--- src/rtl/mips_fetch_queue.sv ---
// mips_fetch_queue: decoupled instruction prefetcher for the MIPS32 core.
// Sequential fetch requests go to a variable-latency instruction memory.
// Returned words land in order in a DEPTH-entry slot ring.
// The ring head is offered to decode over a valid/ready handshake.
// A redirect flushes the ring. Responses still in flight at that point are
// counted into drop_cnt and discarded as they arrive (DRAIN state).
// Optional feature: define MIPS_FETCH_ALIGN_CHK_EN to turn a misaligned
// redirect into a sticky fetch_err and a HALT state that holds until reset.
module mips_fetch_queue #(
  parameter int unsigned     XLEN     = 32,
  parameter int unsigned     DEPTH    = 4,
  parameter logic [XLEN-1:0] RESET_PC = {XLEN{1'b0}},
  parameter logic [XLEN-1:0] PC_STEP  = XLEN'(4)
) (
  input  logic            clk,
  input  logic            rst_n,
  output logic            imem_req_valid,
  input  logic            imem_req_ready,
  output logic [XLEN-1:0] imem_req_addr,
  input  logic            imem_rsp_valid,
  input  logic [XLEN-1:0] imem_rsp_data,
  input  logic            redirect,
  input  logic [XLEN-1:0] redirect_pc,
  output logic            out_valid,
  input  logic            out_ready,
  output logic [XLEN-1:0] out_instr,
  output logic [XLEN-1:0] out_pc,
  output logic            fetch_err
);

  localparam int unsigned PTR_W = $clog2(DEPTH);
  localparam int unsigned CNT_W = $clog2(DEPTH) + 1;

`ifdef MIPS_FETCH_ALIGN_CHK_EN
  typedef enum logic [1:0] {ST_RUN = 2'd0, ST_DRAIN = 2'd1, ST_HALT = 2'd2} state_t;
`else
  typedef enum logic [1:0] {ST_RUN = 2'd0, ST_DRAIN = 2'd1} state_t;
`endif

  state_t state, state_next;

  logic [XLEN-1:0]  slot_pc    [DEPTH];
  logic [XLEN-1:0]  slot_instr [DEPTH];
  logic [DEPTH-1:0] slot_filled;
  logic [PTR_W-1:0] alloc_ptr, fill_ptr, head_ptr;
  logic [CNT_W-1:0] used;
  // inflight counts only outstanding responses that will fill a slot;
  // responses already condemned by a redirect live in drop_cnt instead.
  logic [CNT_W-1:0] inflight, drop_cnt;
  logic [XLEN-1:0]  fetch_pc;
  logic             started;

  logic             redir_take, misalign, flush, req_valid, req_fire, rsp_keep, pop;
  logic [XLEN-1:0]  redir_pc;
  logic [CNT_W-1:0] drop_new, drop_step;

  // Handshake qualifiers, redirect target, drop bookkeeping and next state
  always_comb begin
    redir_take = redirect;
    redir_pc   = {redirect_pc[XLEN-1:2], 2'b00};
    misalign   = 1'b0;
    flush      = redirect;
`ifdef MIPS_FETCH_ALIGN_CHK_EN
    redir_take = redirect && (state != ST_HALT);
    redir_pc   = redirect_pc;
    misalign   = redir_take && (redirect_pc[1:0] != 2'b00);
    flush      = redir_take || (state == ST_HALT);
`endif
    req_valid = started && (state == ST_RUN) && (used < CNT_W'(DEPTH)) && !redirect;
    req_fire  = req_valid && imem_req_ready;
    rsp_keep  = imem_rsp_valid && (drop_cnt == {CNT_W{1'b0}}) && !flush;
    pop       = slot_filled[head_ptr] && out_ready && !flush;
    drop_new  = drop_cnt + inflight - CNT_W'(imem_rsp_valid);
    if (imem_rsp_valid && (drop_cnt != {CNT_W{1'b0}})) begin
      drop_step = drop_cnt - CNT_W'(1);
    end else begin
      drop_step = drop_cnt;
    end

    state_next = state;
    case (state)
      ST_RUN: begin
        if (redir_take) begin
          state_next = (drop_new != {CNT_W{1'b0}}) ? ST_DRAIN : ST_RUN;
        end else begin
          state_next = ST_RUN;
        end
      end
      ST_DRAIN: begin
        if (redir_take) begin
          state_next = (drop_new != {CNT_W{1'b0}}) ? ST_DRAIN : ST_RUN;
        end else begin
          state_next = (drop_step == {CNT_W{1'b0}}) ? ST_RUN : ST_DRAIN;
        end
      end
`ifdef MIPS_FETCH_ALIGN_CHK_EN
      ST_HALT: state_next = ST_HALT;
`endif
      default: state_next = ST_RUN;
    endcase
    if (misalign) begin
      state_next = state_t'(2'd2);
    end else begin
      state_next = state_next;
    end
  end

  // FSM state register
  always_ff @(posedge clk or negedge rst_n) begin
    if (!rst_n) begin
      state <= ST_RUN;
    end else begin
      state <= state_next;
    end
  end

  // Slot ring, pointers, counters and fetch address
  always_ff @(posedge clk or negedge rst_n) begin
    if (!rst_n) begin
      for (int i = 0; i < DEPTH; i++) begin
        slot_pc[i]    <= {XLEN{1'b0}};
        slot_instr[i] <= {XLEN{1'b0}};
      end
      slot_filled <= {DEPTH{1'b0}};
      alloc_ptr   <= {PTR_W{1'b0}};
      fill_ptr    <= {PTR_W{1'b0}};
      head_ptr    <= {PTR_W{1'b0}};
      used        <= {CNT_W{1'b0}};
      inflight    <= {CNT_W{1'b0}};
      drop_cnt    <= {CNT_W{1'b0}};
      fetch_pc    <= RESET_PC;
      started     <= 1'b0;
    end else begin
      started <= 1'b1;
      if (flush) begin
        slot_filled <= {DEPTH{1'b0}};
        alloc_ptr   <= {PTR_W{1'b0}};
        fill_ptr    <= {PTR_W{1'b0}};
        head_ptr    <= {PTR_W{1'b0}};
        used        <= {CNT_W{1'b0}};
        inflight    <= {CNT_W{1'b0}};
        drop_cnt    <= (misalign || !redir_take) ? {CNT_W{1'b0}} : drop_new;
        if (redir_take) begin
          fetch_pc <= redir_pc;
        end
      end else begin
        drop_cnt <= drop_step;
        if (req_fire) begin
          slot_pc[alloc_ptr]     <= fetch_pc;
          slot_filled[alloc_ptr] <= 1'b0;
          alloc_ptr              <= alloc_ptr + PTR_W'(1);
          fetch_pc               <= fetch_pc + PC_STEP;
        end
        if (rsp_keep) begin
          slot_instr[fill_ptr]  <= imem_rsp_data;
          slot_filled[fill_ptr] <= 1'b1;
          fill_ptr              <= fill_ptr + PTR_W'(1);
        end
        if (pop) begin
          slot_filled[head_ptr] <= 1'b0;
          head_ptr              <= head_ptr + PTR_W'(1);
        end
        used     <= used + CNT_W'(req_fire) - CNT_W'(pop);
        inflight <= inflight + CNT_W'(req_fire) - CNT_W'(rsp_keep);
      end
    end
  end

`ifdef MIPS_FETCH_ALIGN_CHK_EN
  logic fetch_err_r;

  // Sticky misalignment flag, cleared only by reset
  always_ff @(posedge clk or negedge rst_n) begin
    if (!rst_n) begin
      fetch_err_r <= 1'b0;
    end else begin
      fetch_err_r <= fetch_err_r | misalign;
    end
  end

  assign fetch_err = fetch_err_r;
`else
  logic unused_low_pc_bits;
  assign unused_low_pc_bits = ^redirect_pc[1:0];
  assign fetch_err          = 1'b0;
`endif

  assign imem_req_valid = req_valid;
  assign imem_req_addr  = fetch_pc;
  assign out_valid      = slot_filled[head_ptr];
  assign out_instr      = slot_instr[head_ptr];
  assign out_pc         = slot_pc[head_ptr];

endmodule
--- config.mk ---
export PLATFORM = sky130hd
export DESIGN_NAME = mips_fetch_queue
export DESIGN_NICKNAME = d
export VERILOG_FILES = /design/src/rtl/mips_fetch_queue.sv
export SDC_FILE = /design/constraint.sdc
export NUM_CORES = 1
export LEC_CHECK = 0
export BUFFER_PORTS_ARGS = -buffer_cell sky130_fd_sc_hd__buf_4
export CAP_MARGIN = 20
export CORE_MARGIN = 2
export CORE_UTILIZATION = 53
export DETAILED_ROUTE_END_ITERATION = 8
export PLACE_DENSITY_LB_ADDON = 0.3
export SETUP_SLACK_MARGIN = 0.2
export SLEW_MARGIN = 25
export SYNTH_ARGS = -nofsm -noshare
export SYNTH_HDL_FRONTEND = slang
export SYNTH_SLANG_ARGS = --single-unit
--- constraint.sdc ---
create_clock -name clk -period 2.25 [get_ports clk]
set_input_delay 0.225 -clock clk [delete_from_list [all_inputs] [get_ports clk]]
set_output_delay 0.225 -clock clk [all_outputs]
set_load 0.01 [all_outputs]
# Word-level counts from Yosys, hierarchy flattened
# Cells that the tools add are included.
[op_classes]
n_div = 0
bitwise = 9
add_sub_neg = 11
n_mul = 0
magnitude_cmp = 12
n_eq_ne = 1
n_reduce_logical = 25
mux = 43
shift = 0
[ops]
columns = ["op", "count"]
rows = [
  ["$bwmux 128", 2],
  ["$mux 32", 8],
  ["$bmux 32 s2", 2],
  ["$demux 32 s2", 2],
  ["$add 32x3->32 const B", 1],
  ["$mux 4", 6],
  ["$logic_and 1x1->1", 14],
  ["$mux 2", 6],
  ["$mux 3", 4],
  ["$ge 3x3->1 const B", 3],
  ["$lt 2x3->1 const B", 3],
  ["$not 2->3", 3],
  ["$sub 3x1->3", 3],
  ["$and 4x4->4", 2],
  ["$mux 1", 8],
  ["$not 4->4", 2],
  ["$add 2x1->2 const B", 3],
  ["$add 3x1->3", 2],
  ["$demux 1 s2", 3],
  ["$ge 2x1->1 const B", 3],
  ["$logic_not 3->1", 2],
  ["$lt 3x1->1 const B", 2],
  ["$reduce_bool 2->1", 3],
  ["$reduce_bool 3->1", 2],
  ["11 further kinds", 12],
]
[word_totals]
memories = 0
latchBits = 0
out_inout_bits = 99
mem_bits_ro = 0
ramBits = 0
input_bits = 70
word_cells = 119
register_bits = 310

# Depth between registers and ports, before layout
# Gate-level depths: netlist (run 1).
[depth]
ltp_word = 14
mapped_depth = 12
depth_no_buf = 11

# Worst setup path after synthesis (run 1)
# No wires, ideal clock.
[synth_path]
path_kind = "register to register"
start = "register head_ptr[0]"
end = "register used[2]"
setup_ps = 132
stages_incl_launch_ff = 12
path_slack_ps = -300
arrival_ps = 2418
required_time_ps = 2118
path_cell_list = "dfrtp_1 buf_2 mux4_2 nand2_1 nor2_1 ha_1 inv_1 ha_1 inv_1 fa_1 xnor2_1 nor2_1"
[synth_between]
elab_chain_len = 6
[synth_lines]
columns = ["item", "line", "rtl"]
rows = [
  ["from (decl)", "45", "logic [PTR_W-1:0] alloc_ptr, fill_ptr, head_ptr;"],
  ["from (signal assigned)", "127", "head_ptr <= {PTR_W{1'b0}};"],
  ["from (signal assigned)", "139", "head_ptr <= {PTR_W{1'b0}};"],
  ["from (signal assigned)", "161", "head_ptr <= head_ptr + PTR_W'(1);"],
  ["$bmux 1 s2", "--", ""],
  ["$mux 1", "--", ""],
  ["named net out_valid", "24", "output logic out_valid,"],
  ["$logic_and 1x1->1 (2 in a row)", "72", "pop = slot_filled[head_ptr] && out_ready && !flush;"],
  ["$sub 3x1->3", "163", "used <= used + CNT_W'(req_fire) - CNT_W'(pop);"],
  ["$mux 3", "135", "if (flush) begin"],
  ["to (signal assigned)", "128", "used <= {CNT_W{1'b0}};"],
  ["to (signal assigned)", "140", "used <= {CNT_W{1'b0}};"],
  ["to (signal assigned)", "163", ""],
  ["to (decl)", "46", "logic [CNT_W-1:0] used;"],
]
# The timed path passes the listed nets, and every way through them passes these cells. The select of a mux whose other input is x is not followed.
# A chain may end at the register's enable or synchronous reset.

# Final worst setup path (run 1)
[layout_path]
start = "register head_ptr[0]"
end = "output port out_pc[13]"
[layout_between]
elab_chain_len = 4
[layout_lines]
columns = ["item", "line", "rtl"]
rows = [
  ["$not 2->3 (implied by the code)", "192", "assign out_pc = slot_pc[head_ptr];"],
  ["$bmux 32 s2", "192", ""],
  ["$mux 32 (implied by the code) (2 in a row)", "192", ""],
  ["to (decl)", "27", "output logic [XLEN-1:0] out_pc,"],
]
# No other way between the ends. The select of a mux whose other input is x is not followed.

==> Implementation_results.wiki, run 1 <==
{| class="wikitable"
! Metric !! Value
|-
| Main flop type after synthesis || sky130_fd_sc_hd__dfrtp_1
|-
| Number of global-route vias before repair || roughly 9600
|-
| Ratio of total power to cell area || approximately 1000 nW/um2
|-
| DRC viols || 0
|-
| Core Footprint || 25900 um2
|-
| Vias post-DR || about 9100
|-
| Maximum Capacitance Violations || 0
|-
| CP Data Required Time || 2030 ps
|-
| Area share of the largest cell type after synthesis || 0.538
|-
| Crit path setup slack, layout || -41.7 ps
|-
| Most numerous cell in the Yosys netlist || sky130_fd_sc_hd__dfrtp_1
|-
| Wire length after detailed routing || roughly 33000 um
|-
| Area added between synthesis and finish || 30.4%
|-
| Worst-Skew Late Latency || around 500 ps
|-
| Leakage power || 8.56 nW
|-
| Result of the run || complete, but fails checks
|-
| Number of buffers added by the clock tree synthesis step || 34
|-
| Commonest cells post-synth || 299 x sky130_fd_sc_hd__dfrtp_1, 238 x sky130_fd_sc_hd__mux2_2, 63 x sky130_fd_sc_hd__mux4_2, 54 x sky130_fd_sc_hd__nand2_1, 34 x sky130_fd_sc_hd__o21ai_0
|-
| Standard-cell rows || 59
|-
| Via density per instance || just under 6
|-
| Startpoint of the most critical register-to-register path || head_ptr[0]
|-
| Post-synthesis sequential area ratio || 0.538
|-
| Clock sink count || between 200 and 300
|-
| Total routing resource utilization after global routing || 0.240
|-
| EDFF count, synth || 0
|-
| First-pass GRT wire length || roughly 53000 um
|-
| Count of yosys warnings during synthesis || 0
|-
| Largest net degree at the start of global routing || between 70 and 80
|-
| Number of placed I/O pins || approximately 170
|-
| Setup crit start kind || register
|-
| Average wire length per cell after detail routing || 20.9 um
|-
| Hold violation count in the final report || 0
|-
| Maximum clock skew at final layout || 9.47 ps
|-
| Clock tree from TritonCTS || yes
|-
| Initial antenna violation count || 1
|-
| Minimum period implied by the final worst setup slack || roughly 2300 ps
|-
| Die footprint || around 28000 um2
|-
| Count of routing violations after the opening detailed-route iteration || between 500 and 600
|-
| Clock root buffer || sky130_fd_sc_hd__clkbuf_16
|-
| Chip Height || 166 um
|-
| Routed Antenna Nets || 0
|-
| Filler cell count in the final layout || approximately 1700
|-
| Final-report max-slew violation count || 0
|-
| Clock-pin slew on the worst setup and hold paths || approximately 60 ps
|-
| Horizontal die dimension || about 170 um
|-
| PortBufs || 161
|-
| Reg2reg setup slack || -10 ps
|-
| Core utilization of the finished layout || 0.699
|-
| Number of instances in the synthesized netlist || about 970
|-
| Startpoint of the worst hold path || redirect_pc[5]
|-
| Number of buffers between clock root and the deepest sink || 3
|-
| Final nets || roughly 1300
|-
| Actual transition at the worst max-transition pin || around 770 ps
|-
| Worst Hold Path EP || imem_req_addr[5]
|-
| Post-route setup TNS || -188 ps
|-
| Number of levels in the clock H-tree || 2
|-
| Maximum vdd ir drop || 0.687 mV
|-
| Worst Path Arrival || 2070 ps
|-
| Starting utilization of the core area || 0.536
|-
| Post-Synthesis Cell Area || 13900 um2
|-
| DP Wirelength || about 19000 um
|-
| Cell taking the most area after synthesis || sky130_fd_sc_hd__dfrtp_1
|-
| Share of post-route cells with drive strength above 1 || 0.504
|-
| Capture point of the worst reg-to-reg path || used[1]
|-
| Final number of setup-violating endpoints || 13
|-
| PnR Total Power || between 15 and 20 mW
|-
| Worst hold slack || around 1.3 ps
|-
| Kind of end point of the critical path || output pin
|-
| Max Clk Rate || about 440 MHz
|-
| Hold path cells || 3
|-
| Grt total ovfl || 0
|-
| Worst Path Max Fanout || 6
|-
| RSZ-0062 raised after global routing || yes
|-
| Avg Inst Size Synth || 14.4 um2
|-
| First drt pass iteration count || 5
|-
| Final RePlAce weighted congestion || 0.787
|-
| Tightest Hold Check Type || primary input to register
|-
| Violations in the final reports || negative setup slack
|-
| Synth area leaders || sky130_fd_sc_hd__dfrtp_1 54%, sky130_fd_sc_hd__mux2_2 19%, sky130_fd_sc_hd__mux4_2 10%
|-
| Worst Reg2Reg Path Length in Cells || 9
|-
| Share of flip-flops with an asynchronous set or reset || 1.00
|-
| Distinct cell type count after synthesis || 56
|-
| Slew Limit Headroom || 0.483
|-
| Crit share post-route || 1.02
|-
| FF+latch count, synth || approximately 300
|-
| Worst Path Class, Setup || register to output pin
|}
## layout make-up
cell class / count / area [um2] / area share
clock inverter: 10 / 113 / 0.00621
tap: 335 / 419 / 0.0231
clock buffer: 47 / 991 / 0.0547
inverter: 21 / 86.3 / 0.00476
multi-input combinational: 582 / 6130 / 0.338
antenna: 1 / 2.50 / 0.000138
sequential: 299 / 7490 / 0.414
timing repair buffer: 283 / 2880 / 0.159
## metrics by stage
| step | area (um2) | setup slack [ps] | cells |
|---|---|---|---|
| 2_1_floorplan | 14000 | -133 | 972 |
| 3_3_place_gp | 15600 | -14.1 | 1439 |
| 3_5_place_dp | 15600 | -45.9 | 1439 |
| 4_1_cts | 17900 | -61.5 | 1566 |
| 5_1_grt | 18100 | -113 | 1578 |
| 6_report | 18100 | -41.7 | 1578 |
## how the worst max path moves through the flow
stage | startpoint | endpoint | slack (ps) | cells after the start
2_1_floorplan | head_ptr[0] | used[1] | -130 | 10
3_3_place_gp | state[0] | used[1] | -10 | 9
3_5_place_dp | state[0] | used[1] | -50 | 9
4_1_cts | head_ptr[0] | used[1] | -60 | 9
5_1_grt | head_ptr[0] | used[2] | -110 | 10
6_report | head_ptr[0] | out_pc[13] | -40 | 5
## power by group
part / leakage, nW / switching, mW / internal (mW)
clock network: 0.546 / 2.15 / 3.31
logic: 4.03 / 2.07 / 3.24
registers: 3.98 / 0.659 / 6.40
## registers in the layout (all words and copies together), names as in the netlist, 2 cells and up
signal	cells
alloc_ptr	2
drop_cnt	3
fill_ptr	2
head_ptr	2
imem_req_addr	30
inflight	3
slot_filled	4
slot_instr	128
slot_pc	120
used	3
## repair_timing
action	CTS	global route
setup endpoints to repair	172	125
cloned	6	1
hold endpoints to repair	361	0
hold buffers	61	0
resized for setup	85	34
pin swaps	1	14
setup buffers	3	10
## critical path: stages (launching register included)
cell	delay (ps)
sky130_fd_sc_hd__dfrtp_4	440
sky130_fd_sc_hd__buf_12	170
sky130_fd_sc_hd__buf_12	140
sky130_fd_sc_hd__buf_16	140
sky130_fd_sc_hd__mux4_2	530
sky130_fd_sc_hd__buf_6	140
## placed cells by master (no fill, tap or decap), drive strengths merged, types with 7 or more instances in the layout
cell type / n
buf: 221
clkbuf: 48
dfrtp: 299
dlygate4sd3: 61
ha: 22
inv: 23
mux2: 238
mux4: 63
nand2: 59
nand3: 16
nand3b: 8
nand4: 8
nor2: 25
nor2b: 9
nor3: 7
o211ai: 9
o21ai: 34
o311ai: 9
xnor2: 7
## routing by layer
layer  routed length [um]  GRT usage  vias to the layer above
li1                     -          -                     4060
met1                14000      0.325                     4770
met2                16800      0.409                      271
met3                 1670     0.0453                       46
met4                  516     0.0488                        0
met5                    0          0                        -
## cell families (layout without fill, tap and decap cells)
| family | Yosys count | in the layout | synth area share |
|---|---|---|---|
| muxes | 305 | 305 | 0.298 |
| other | 2 | 7 | 0.000540 |
| and+or+nand+nor | 151 | 151 | 0.0584 |
| xor gates and xnor gates | 11 | 11 | 0.00693 |
| AOI/OAI and AO/OA | 84 | 84 | 0.0399 |
| DFF | 299 | 299 | 0.538 |
| buffers and inverters | 91 | 361 | 0.0338 |
| adders and majority gates | 25 | 25 | 0.0241 |
(Power assumes the default switching activity.)
==> run 2, diff against run 1 <==
- CTS_CLUSTER_DIAMETER: default -> 150
- PLACE_DENSITY: default -> 0.77
- PLACE_DENSITY_LB_ADDON: 0.3 -> default
==> run 2 against run 1 <==
  * Register-to-register slack better by 20 ps
  * The flow still finishes with violations (negative setup slack)
  * Cell area up 0.67%
  * Sequential share of layout area down 0.27 points
  * Clock-buffer cell count unchanged
  * Sequential cell count unchanged
  * Global-route usage down 0.15 points
  * Largest power group unchanged
  * Critical path type unchanged
  * Largest cell class unchanged
  * Clock skew up 7.8 ps
  * Final cell count up 0.70%
  * Worst hold slack better by 47 ps
  * Via count up 0.46%
==> Implementation_results.wiki, run 2 (same netlist as run 1, synthesis figures left out) <==
{| class="wikitable"
! Metric !! Value
|-
| Via density per instance || 5.78 (-0.24%)
|-
| Wire length after detailed routing || 33200 um (+0.46%)
|-
| Ratio of total power to cell area || 1000 nW/um2 (+1.8%)
|-
| Maximum clock skew at final layout || 17.3 ps (+7.81 ps)
|-
| Final RePlAce weighted congestion || 0.809 (+2.7%)
|-
| RSZ-0062 raised after global routing || yes
|-
| Vias post-DR || 9189 (+0.46%)
|-
| Core Footprint || 25900 um2 (unchanged)
|-
| PnR Total Power || 18.3 mW (+2.5%)
|-
| Most common cell after layout, fill and taps aside || sky130_fd_sc_hd__dfrtp_1
|-
| Initial antenna violation count || 2 (+1)
|-
| CP Data Required Time || 2030 ps (about the same)
|-
| Number of buffers between clock root and the deepest sink || 3 (unchanged)
|-
| Clock sink count || 299 (unchanged)
|-
| Leakage power || 8.59 nW (+0.40%)
|-
| Number of placed I/O pins || 169 (unchanged)
|-
| Chip Height || 166 um (unchanged)
|-
| Total routing resource utilization after global routing || 0.238 (-0.00146)
|-
| Standard-cell rows || 59 (unchanged)
|-
| Final-report max-slew violation count || 0 (unchanged)
|-
| Count of routing violations after the opening detailed-route iteration || 790 (+53%)
|-
| Result of the run || complete, but fails checks
|-
| Commonest cells after routing, fill and taps aside || 291 x sky130_fd_sc_hd__dfrtp_1, 238 x sky130_fd_sc_hd__mux2_2, 138 x sky130_fd_sc_hd__buf_4, 68 x sky130_fd_sc_hd__buf_6, 63 x sky130_fd_sc_hd__mux4_2
|-
| Register with the most flip-flops || slot_instr
|-
| Horizontal die dimension || 166 um (unchanged)
|-
| Placed cells || 1439 (unchanged)
|-
| Area added between synthesis and finish || 31.3%
|-
| Violations in the final reports || negative setup slack
|-
| Filler cell count in the final layout || 1670 (-4.5%)
|-
| First-pass GRT wire length || 53100 um (+0.13%)
|-
| Number of levels in the clock H-tree || 2 (unchanged)
|-
| Die footprint || 27500 um2 (unchanged)
|-
| Hold violation count in the final report || 0 (unchanged)
|-
| Non-filler cells in the finished layout || 1589 (+0.70%)
|-
| Tightest Hold Check Type || primary input to register
|-
| Worst Path Max Fanout || 7 (+1)
|-
| Core utilization of the finished layout || 0.704 (+0.00468)
|-
| Number of buffers added by the clock tree synthesis step || 34 (unchanged)
|-
| Setup crit start kind || register
|-
| Final number of setup-violating endpoints || 1 (-12)
|-
| Starting utilization of the core area || 0.536 (unchanged)
|-
| Crit path setup slack, layout || -0.882 ps (+40.8 ps)
|-
| DP Wirelength || 18600 um (-1.9%)
|-
| Routed Antenna Nets || 0 (unchanged)
|-
| Max FFs per register || 128 (unchanged)
|-
| Max Clk Rate || 444 MHz (+1.8%)
|-
| PortBufs || 161 (unchanged)
|-
| Reg2reg setup slack || 10 ps (+20 ps)
|-
| Average wire length per cell after detail routing || 20.9 um (-0.23%)
|-
| Grt total ovfl || 0 (unchanged)
|-
| Largest net degree at the start of global routing || 105 (+33%)
|-
| Clock tree from TritonCTS || yes
|-
| Actual transition at the worst max-transition pin || 582 ps (-192 ps)
|-
| Worst Path Arrival || 2030 ps (-40 ps)
|-
| Maximum Capacitance Violations || 0 (unchanged)
|-
| Minimum period implied by the final worst setup slack || 2250 ps (-40.8 ps)
|-
| First drt pass iteration count || 5 (unchanged)
|-
| Clock root buffer || sky130_fd_sc_hd__clkbuf_16
|-
| Slew Limit Headroom || 0.612 (+0.129)
|-
| Post-Place Worst Slack || -25.7 ps (+20.3 ps)
|-
| Number of global-route vias before repair || 9751 (+1.8%)
|-
| Share of post-route cells with drive strength above 1 || 0.506 (+0.00236)
|-
| Final nets || 1323 (+0.53%)
|-
| Kind of end point of the critical path || output pin
|-
| Maximum vdd ir drop || 0.880 mV (+28%)
|-
| Clock-pin slew on the worst setup and hold paths || 60 ps (about the same)
|-
| DRC viols || 0 (unchanged)
|-
| Crit share post-route || 1.00 (-0.0181)
|-
| Worst-Skew Late Latency || 500 ps (about the same)
|-
| Worst Path Class, Setup || register to output pin
|}
## run 2: power by group
part           internal [mW]  total, mW  leakage, nW  switching (mW)
Clock                   3.55       5.74        0.561            2.19
Sequential              6.40       7.02         3.98           0.615
Combinational           3.35       5.52         4.05            2.16
Total                   13.3       18.3         8.59            4.97
## run 2: repair_timing
action,4_1_cts,5_1_grt
endpoints found under the setup margin,184,143
hold buffers,61,1
resized for setup,93,23
endpoints found under the hold margin,440,1
cloned,5,3
setup buffers,12,6
pin swaps,6,12
## run 2: critical path, stage by stage, from the launching register on
cell and delay (ps):
sky130_fd_sc_hd__dfrtp_4 430, sky130_fd_sc_hd__buf_12 170, sky130_fd_sc_hd__buf_12 120, sky130_fd_sc_hd__clkbuf_16 160, sky130_fd_sc_hd__mux4_2 510, sky130_fd_sc_hd__buf_6 140
## run 2: layer usage
metal	vias up	routed length [um]	track usage	share of wire
li1	4071	-	-	-
met1	4777	14100	0.322	0.42
met2	284	16600	0.398	0.50
met3	57	1780	0.0474	0.054
met4	0	722	0.0643	0.022
met5	-	0	0	0
## run 2: stage by stage
step           area, um2  hold slack (ps)  setup TNS, ps
2_1_floorplan      14000            -70.6           -290
3_3_place_gp       15600             50.9              0
3_5_place_dp       15600             49.9          -25.7
4_1_cts            18000             1.99           -257
5_1_grt            18200             73.0          -1010
6_report           18200             48.0         -0.882
## run 2: worst paths after layout
kind	from	to	cells past startpoint
setup / recovery	head_ptr[0]	out_pc[6]	5
hold / removal	redirect_pc[22]	imem_req_addr[22]	3
setup reg to reg	head_ptr[0]	used[1]	9
hold reg to reg	slot_pc[94]	slot_pc[94]	2
max in group asynchronous	rst_n	imem_req_addr[16]	3
min in group asynchronous	rst_n	slot_instr[69]	2
## run 2: layout make-up
| type | count | area [um2] | share of cell area |
|---|---|---|---|
| Clock inverter | 13 | 185 | 0.0102 |
| Antenna cell | 2 | 5.00 | 0.000274 |
| Clock buffer | 47 | 991 | 0.0543 |
| Tap cell | 335 | 419 | 0.0230 |
| Inverter | 21 | 86.3 | 0.00473 |
| Multi-Input combinational cell | 582 | 6140 | 0.336 |
| Timing Repair Buffer | 290 | 2930 | 0.160 |
| Sequential cell | 299 | 7490 | 0.411 |
